`src/rtl/audvid_output_core.sv`:
```
// AudVid output core: SPI work strobes, Philips I2S serializer fed by a phase
// accumulator, and a CGA-order RGB565 palette for the TFT colour index.
`timescale 1ns/1ps

module audvid_output_core #(
    parameter int unsigned CLK_HZ    = 100_000_000,
    parameter int unsigned SAMPLE_HZ = 41_000,
    parameter logic [31:0] NCO_INC   = 32'd112_699_942
) (
    input  logic        CLK,
    input  logic        Reset,
    input  logic [3:0]  ColorIndex,
    output logic [15:0] Rgb565,
    input  logic [31:0] SampleData,
    output logic        SampleRequest,
    output logic        I2S_CLK,
    output logic        I2S_WS,
    output logic        I2S_DATA,
    output logic        TftTick,
    output logic        SdTick
);

    // A zero NCO_INC falls back to the increment derived from the two frequencies.
    localparam longint unsigned DERIVED_INC =
        ((64'(SAMPLE_HZ) << 38) + (64'(CLK_HZ) >> 1)) / 64'(CLK_HZ);
    localparam logic [31:0] INC = (NCO_INC != 32'd0) ? NCO_INC : DERIVED_INC[31:0];

    logic [2:0]  sdCnt;
    logic [3:0]  tftCnt;
    logic [31:0] phaseAcc;
    logic [32:0] phaseSum;
    logic        edgeTick;
    logic        i2sClkReg;
    logic        fallEdge;
    logic        frameStart;
    logic [4:0]  slot;
    logic [4:0]  nextSlot;
    logic [4:0]  bitSel;
    logic [31:0] frameReg;
    logic        wsReg;
    logic        dataReg;

    always_ff @(posedge CLK or negedge Reset) begin
        if (!Reset) begin
            sdCnt  <= '0;
            tftCnt <= '0;
        end else begin
            sdCnt  <= sdCnt + 3'd1;
            tftCnt <= tftCnt + 4'd1;
        end
    end

    assign SdTick  = &sdCnt;
    assign TftTick = &tftCnt;

    assign phaseSum   = {1'b0, phaseAcc} + {1'b0, INC};
    assign edgeTick   = phaseSum[32];
    assign fallEdge   = edgeTick & i2sClkReg;
    assign frameStart = fallEdge & (slot == 5'd31);
    assign nextSlot   = slot + 5'd1;
    // Philips one-bit delay: slot s carries frame bit (32 - s) mod 32.
    assign bitSel     = 5'd0 - nextSlot;

    always_ff @(posedge CLK or negedge Reset) begin
        if (!Reset) begin
            phaseAcc  <= '0;
            i2sClkReg <= 1'b0;
            slot      <= '0;
            frameReg  <= '0;
            wsReg     <= 1'b0;
            dataReg   <= 1'b0;
        end else begin
            phaseAcc <= phaseSum[31:0];
            if (edgeTick) begin
                i2sClkReg <= ~i2sClkReg;
            end
            // Slot 0 still shows right[0] of the outgoing word, read before the reload.
            if (fallEdge) begin
                slot    <= nextSlot;
                wsReg   <= nextSlot[4];
                dataReg <= frameReg[bitSel];
                if (frameStart) begin
                    frameReg <= SampleData;
                end
            end
        end
    end

    assign SampleRequest = frameStart;
    assign I2S_CLK       = i2sClkReg;
    assign I2S_WS        = wsReg;
    assign I2S_DATA      = dataReg;

    always_comb begin
        Rgb565 = 16'h0000;
        case (ColorIndex)
            4'd0:  Rgb565 = 16'h0000;
            4'd1:  Rgb565 = 16'h0015;
            4'd2:  Rgb565 = 16'h0540;
            4'd3:  Rgb565 = 16'h0555;
            4'd4:  Rgb565 = 16'hA800;
            4'd5:  Rgb565 = 16'hA815;
            4'd6:  Rgb565 = 16'hAAA0;
            4'd7:  Rgb565 = 16'hAD55;
            4'd8:  Rgb565 = 16'h52AA;
            4'd9:  Rgb565 = 16'h52BF;
            4'd10: Rgb565 = 16'h57EA;
            4'd11: Rgb565 = 16'h57FF;
            4'd12: Rgb565 = 16'hFAAA;
            4'd13: Rgb565 = 16'hFABF;
            4'd14: Rgb565 = 16'hFFEA;
            4'd15: Rgb565 = 16'hFFFF;
            default: Rgb565 = 16'h0000;
        endcase
    end

endmodule

```
`config.mk`:
```
export PLATFORM = sky130hd
export DESIGN_NAME = audvid_output_core
export DESIGN_NICKNAME = d
export VERILOG_FILES = /design/src/rtl/audvid_output_core.sv
export SDC_FILE = /design/constraint.sdc
export NUM_CORES = 1
export LEC_CHECK = 0
export ABC_AREA = 1
export BUFFER_PORTS_ARGS = -buffer_cell sky130_fd_sc_hd__buf_2
export CORE_AREA = 2 2 91 93
export CTS_CLUSTER_SIZE = 20
export DETAILED_ROUTE_END_ITERATION = 7
export DIE_AREA = 0 0 93 95
export GPL_TIMING_DRIVEN = 0
export PLACE_DENSITY = 0.8
export SLEW_MARGIN = 20
export SYNTH_ARGS = -nofsm -noshare
export SYNTH_HDL_FRONTEND = slang
export SYNTH_SLANG_ARGS = --single-unit
```
`constraint.sdc`:
```
create_clock -name CLK -period 5.7 [get_ports CLK]
set_input_delay 1.14 -clock CLK [delete_from_list [all_inputs] [get_ports CLK]]
set_output_delay 1.14 -clock CLK [all_outputs]
set_load 0.02 [all_outputs]
```
==> Yosys cells after proc, flatten, opt, wreduce, memory -nomap -nowiden <==
Memories as Yosys holds them, arrays and structs flattened.
Cells that the tools add are included.
{ "totals": {"ff_bits": 79, "latch_bits": 0, "mem_bits_rw": 0, "romBits": 256, "inputBits": 38, "out_inout_bits": 22, "mem_count": 1} }
{ "op_classes": {"addsub": 5, "mul": 0, "n_div": 0, "order_cmp": 1, "n_eq_ne": 1, "n_shift": 0, "muxes": 2, "bitwise_logic": 3, "reduce_logical": 3} }
{ "memory_table": {"columns": ["name", "depth", "width", "read_ports", "rd_ports_with_merged_regs", "wr", "line_no", "rtl"], "rows": [
  ["(name not given)", 16, 16, 1, 0, 0, "96", "case (ColorIndex)"]
]} }
{ "ops": {"columns": ["op", "count"], "rows": [
  ["$add A32 B27 Y33 const B", 1],
  ["$lt A5 B6 Y1 const B", 1],
  ["$add A5 B1 Y5 const B", 1],
  ["$bmux W1 S5", 1],
  ["$eq A5 B5 Y1 const B", 1],
  ["$sub A1 B5 Y5 const A", 1],
  ["$add A4 B1 Y4 const B", 1],
  ["$reduce_and A4 Y1", 1],
  ["$add A3 B1 Y3 const B", 1],
  ["$reduce_and A3 Y1", 1],
  ["$and A1 B1 Y1", 2],
  ["$reduce_and A2 Y1", 1],
  ["$mux W1", 1],
  ["$not A1 Y1", 1]
]} }

==> Depth between registers and ports, before layout <==
{ "depth": {"word_depth": 4, "mapped_depth": 13} }

==> Worst setup path after synthesis <==
OpenSTA, ideal clock, no wires.
{ "synth_timing": {"path_kind": "in2out", "startpoint": "input port ColorIndex[0]", "endpoint": "output port Rgb565[10]", "arrival_ns": 1.669, "required_ns": 4.560, "setup_slack_ns": 2.891, "path_stages": 5, "cell_sequence": "inv_1 nand2_1 o21ai_0 inv_1 buf_4"} }
{ "synth_between": {"elab_chain_len": 1} }
{ "synth_lines": {"columns": ["item", "line_no", "rtl"], "rows": [
  ["start, declared", "12", "input logic [3:0] ColorIndex,"],
  ["$mem_v2 Z16 W16", null, null],
  ["end, declared", "13", "output logic [15:0] Rgb565,"]
]} }
Every way passes these cells.

==> Worst setup path after layout <==
{ "layout_timing": {"startpoint": "register slot[2]", "endpoint": "output port SampleRequest"} }
{ "layout_between": {"elab_chain_len": 2} }
{ "layout_lines": {"columns": ["item", "line_no", "rtl"], "rows": [
  ["start, declared", "36", "logic [4:0] slot;"],
  ["start signal, assigned", "79", "slot <= nextSlot;"],
  ["$eq A5 B5 Y1", "59", "assign frameStart = fallEdge & (slot == 5'd31);"],
  ["$and A1 B1 Y1", "59", null],
  ["end, declared", "15", "output logic SampleRequest,"]
]} }
Every way passes these cells.

==> run_results.csv <==
group,metric,value,unit
worst_setup_path,crit_path_frequent_cell,"clkbuf_1",
worst_setup_path,timing.rr.end,"frameReg[11]$_DFFE_PN0P_",
timing,fmax,276.7,MHz
synthesis,yosysWarnings,0,
synthesis,seq_area_frac_synth,42.37,%
synthesis,netlist_instances,627,
synthesis,avgSynthCellArea,7.254,um2
timing,worst_pin_slew,0.5356,ns
synthesis,ys_ff_latch,77,
clock_tree,htreeDepth,3,
clock_tree,cts-hold-fix-buffers,0,
cells_and_area,stdcell_area,5218,um2
floorplanning,dieWidth,93,um
worst_hold_path,min_from,"sdCnt[0]$_DFF_PN0_",
timing,final-hold-violation-count,0,
synthesis,synth_edf_count,0,
timing,fin_crit_sh,63.41,%
drt,drc_errors,0,
synthesis,yosys-top-cells-area,"dfrtp_1, nand2_1, nand4_1",
worst_hold_path,hold_path_depth,1,
clock_tree,path_clk_slew,0.10,ns
timing,finalCriticalPeriod,3.614,ns
grt,grt_max_degree,53,
place,dpl.hpwl,7844,um
timing,finalSetupTns,0,ns
place,routabilityCongestion,0.9843,
cells_and_area,finalNetCount,742,
timing,grt_setup_unrepaired,"false",
clock_tree,cts-root-buf,"clkbuf_8",
worst_setup_path,path_cells,"clkbuf_1, nand2_1, nor2_1, ha_1, clkbuf_1, nand3_4, buf_6, inv_1, buf_2",
place,dp_cells,792,
timing,whs,0.4301,ns
grt,grt_use_total,25.50,%
timing,slew_violations,0,
synthesis,yosysTopAreaCell,"dfrtp_1",
synthesis,syn_area,4548,um2
drt,dr.pass1.iters,5,
power,powerDensity,200.8,nW/um2
worst_setup_path,reg2reg_slack,3.36,ns
worst_hold_path,hold_path.class,"flip-flop to flip-flop",
grt,grt-ovfl-total,0,
grt,grt_pass1_wl,17730,um
floorplanning,io_pins,60,
grt,antenna_found_initial,0,
worst_setup_path,crit_type,"flip-flop to primary output",
worst_hold_path,whs_endpoint,"sdCnt[0]$_DFF_PN0_",
run,drv_cap,0,
grt,grt_pass1_vias,4040,
timing,setup_ws,2.086,ns
outcome,run_status,"complete, no violations",
drt,postRouteAntennaNets,0,
power,ir_drop,105.4,uV
clock_tree,cts.path.max_buffers,2,
drt,post_drt_wl_per_cell,13.05,um
clock_tree,ctsResizeCount,0,
place,dp_slack,2.534,ns
worst_setup_path,slowest_delay,0.37,ns
timing,setup_viol,0,
cells_and_area,drive_above_1_share,17.78,%
synthesis,synthFlopType,"dfrtp_1",
clock_tree,cts_made_buffers,9,
floorplanning,core_region_area,7928,um2
worst_setup_path,cp-start-kind,"flip-flop",
cells_and_area,antennaDiodeCount,0,
clock_tree,cts_setup_buffers,0,
worst_setup_path,crit_fanout,10,
drt,drt_wl_total,10540,um
synthesis,yosysUniqueCellTypes,35,
place,portBuffers,59,
synthesis,synth_top_cell_area_share,42.37,%
worst_setup_path,crit_slowest_cell,"clkbuf_1",
drt,drt_iter0_markers,319,
timing,relSlewSlack,64.29,%
clock_tree,numClockSinks,77,
synthesis,synth_fp_nets,671,
floorplanning,die-area,8835,um2
floorplanning,die_y,95,um
synthesis,async_reset_ff_share,100.0,%
clock_tree,cts_tree,"yes",
drt,route.vias.total,4263,
power,p_leak,2.739,nW
synthesis,synth_common_cells,"nand2_1, dfrtp_1, inv_1, nor2_1, nand3_1",
floorplanning,std_cell_rows,33,
cells_and_area,syn_to_final_growth,14.72,%
place,placed_area,5005,um2
floorplanning,initial_core_util,57.37,%
timing,finClkSkew,0.01707,ns
worst_setup_path,rr_startpoint,"slot[2]$_DFFE_PN0P_",
worst_setup_path,endpoint_kind,"primary output",
synthesis,yosysMostFrequentCell,"nand2_1",
drt,vias_per_cell,5.276,
worst_setup_path,worstPathRequired,4.56,ns
cells_and_area,layout.cells.non_filler,808,
worst_setup_path,timing.reg2reg.worst_path_depth,8,
clock_tree,clk-insertion-delay-late,0.37,ns
worst_setup_path,cp.arrival,2.47,ns
==> worst max-delay path by stage <==
stage	startpoint	endpoint	slack, ns	cells after the start
3_5_place_dp	slot[2]$_DFFE_PN0P_	SampleRequest	2.53	9
5_1_grt	slot[2]$_DFFE_PN0P_	SampleRequest	1.93	9
3_3_place_gp	slot[2]$_DFFE_PN0P_	SampleRequest	2.52	9
2_1_floorplan	ColorIndex[0]	Rgb565[10]	2.89	5
6_report	slot[2]$_DFFE_PN0P_	SampleRequest	2.09	9
4_1_cts	slot[2]$_DFFE_PN0P_	SampleRequest	2.11	9
==> registers in the layout, summed over array words and instances (netlist names) <==
signal and cells:
I2S_CLK 1, I2S_DATA 1, frameReg 32, phaseAcc 31, sdCnt 3, slot 5, tftCnt 4
==> where the power goes <==
| part | switching (W) | internal (W) | total (W) | leakage, nW |
|---|---|---|---|---|
| logic | 0.0000282 | 0.0000221 | 0.0000503 | 1.80 |
| registers | 0 | 0.000546 | 0.000546 | 0.836 |
| clock network | 0.000230 | 0.000222 | 0.000452 | 0.106 |
| total | 0.000258 | 0.000790 | 0.00105 | 2.74 |
==> cells in the final DEF, fill, tap and decap left out, types with 2 or more instances in the layout <==
master    instances
inv_1            59
nand2_2           6
clkbuf_1         10
nor2_2            7
nor3_1            5
o21ai_1           2
buf_4            16
clkbuf_8         10
nand3b_1          2
inv_6             3
xnor2_1           3
buf_2            63
a31oi_1           2
inv_2             6
nand3_1          42
dfrtp_1          77
nand4_1          38
nor2_1           48
nand2_1         232
o21ai_0          15
a21oi_1          11
ha_1              6
xor2_1           20
buf_6             3
==> critical path, delay by kind of cell (launching register included) <==
kind | cells | cell delay, ns
buf+inv | 5 | 1.11
simple gates | 3 | 0.49
flops | 1 | 0.35
fa+ha+maj | 1 | 0.15
==> cell type report <==
class,instances,area [um2]
plain buffers,33,209.0
inverters,65,244.0
multi-input cells,452,2168
clock inverters,6,75.07
repair buffers,60,325.3
well taps,105,131.4
clock buffers,10,137.6
flip-flops and latches,77,1927
fillers,694,2710
==> per-stage QoR <==
stage          total power [W]  util [%]
3_3_place_gp         0.0006041     62.75
4_1_cts               0.001056     65.81
6_report              0.001048     65.81
2_1_floorplan        0.0005748         -
3_5_place_dp         0.0006078     63.13
5_1_grt               0.001079     65.81
==> cell families after synthesis <==
kind of cell / Yosys count / share of synthesized area [%]
simple gates: 386 / 37.00
buf+inv: 98 / 9.959
flops: 77 / 42.37
compound gates: 37 / 4.594
xor+xnor: 23 / 4.429
fa+ha+maj: 6 / 1.651
==> layer usage <==
layer  part of all wire [%]  vias to the layer above  GRT usage, %
met5                      0                        -             0
met4                    2.4                        0         10.66
met3                    6.4                       23         4.469
met2                     50                      153         45.11
met1                     42                     1955         30.83
li1                       -                     2132             -
Note: power is estimated with default switching activity, not from simulation.
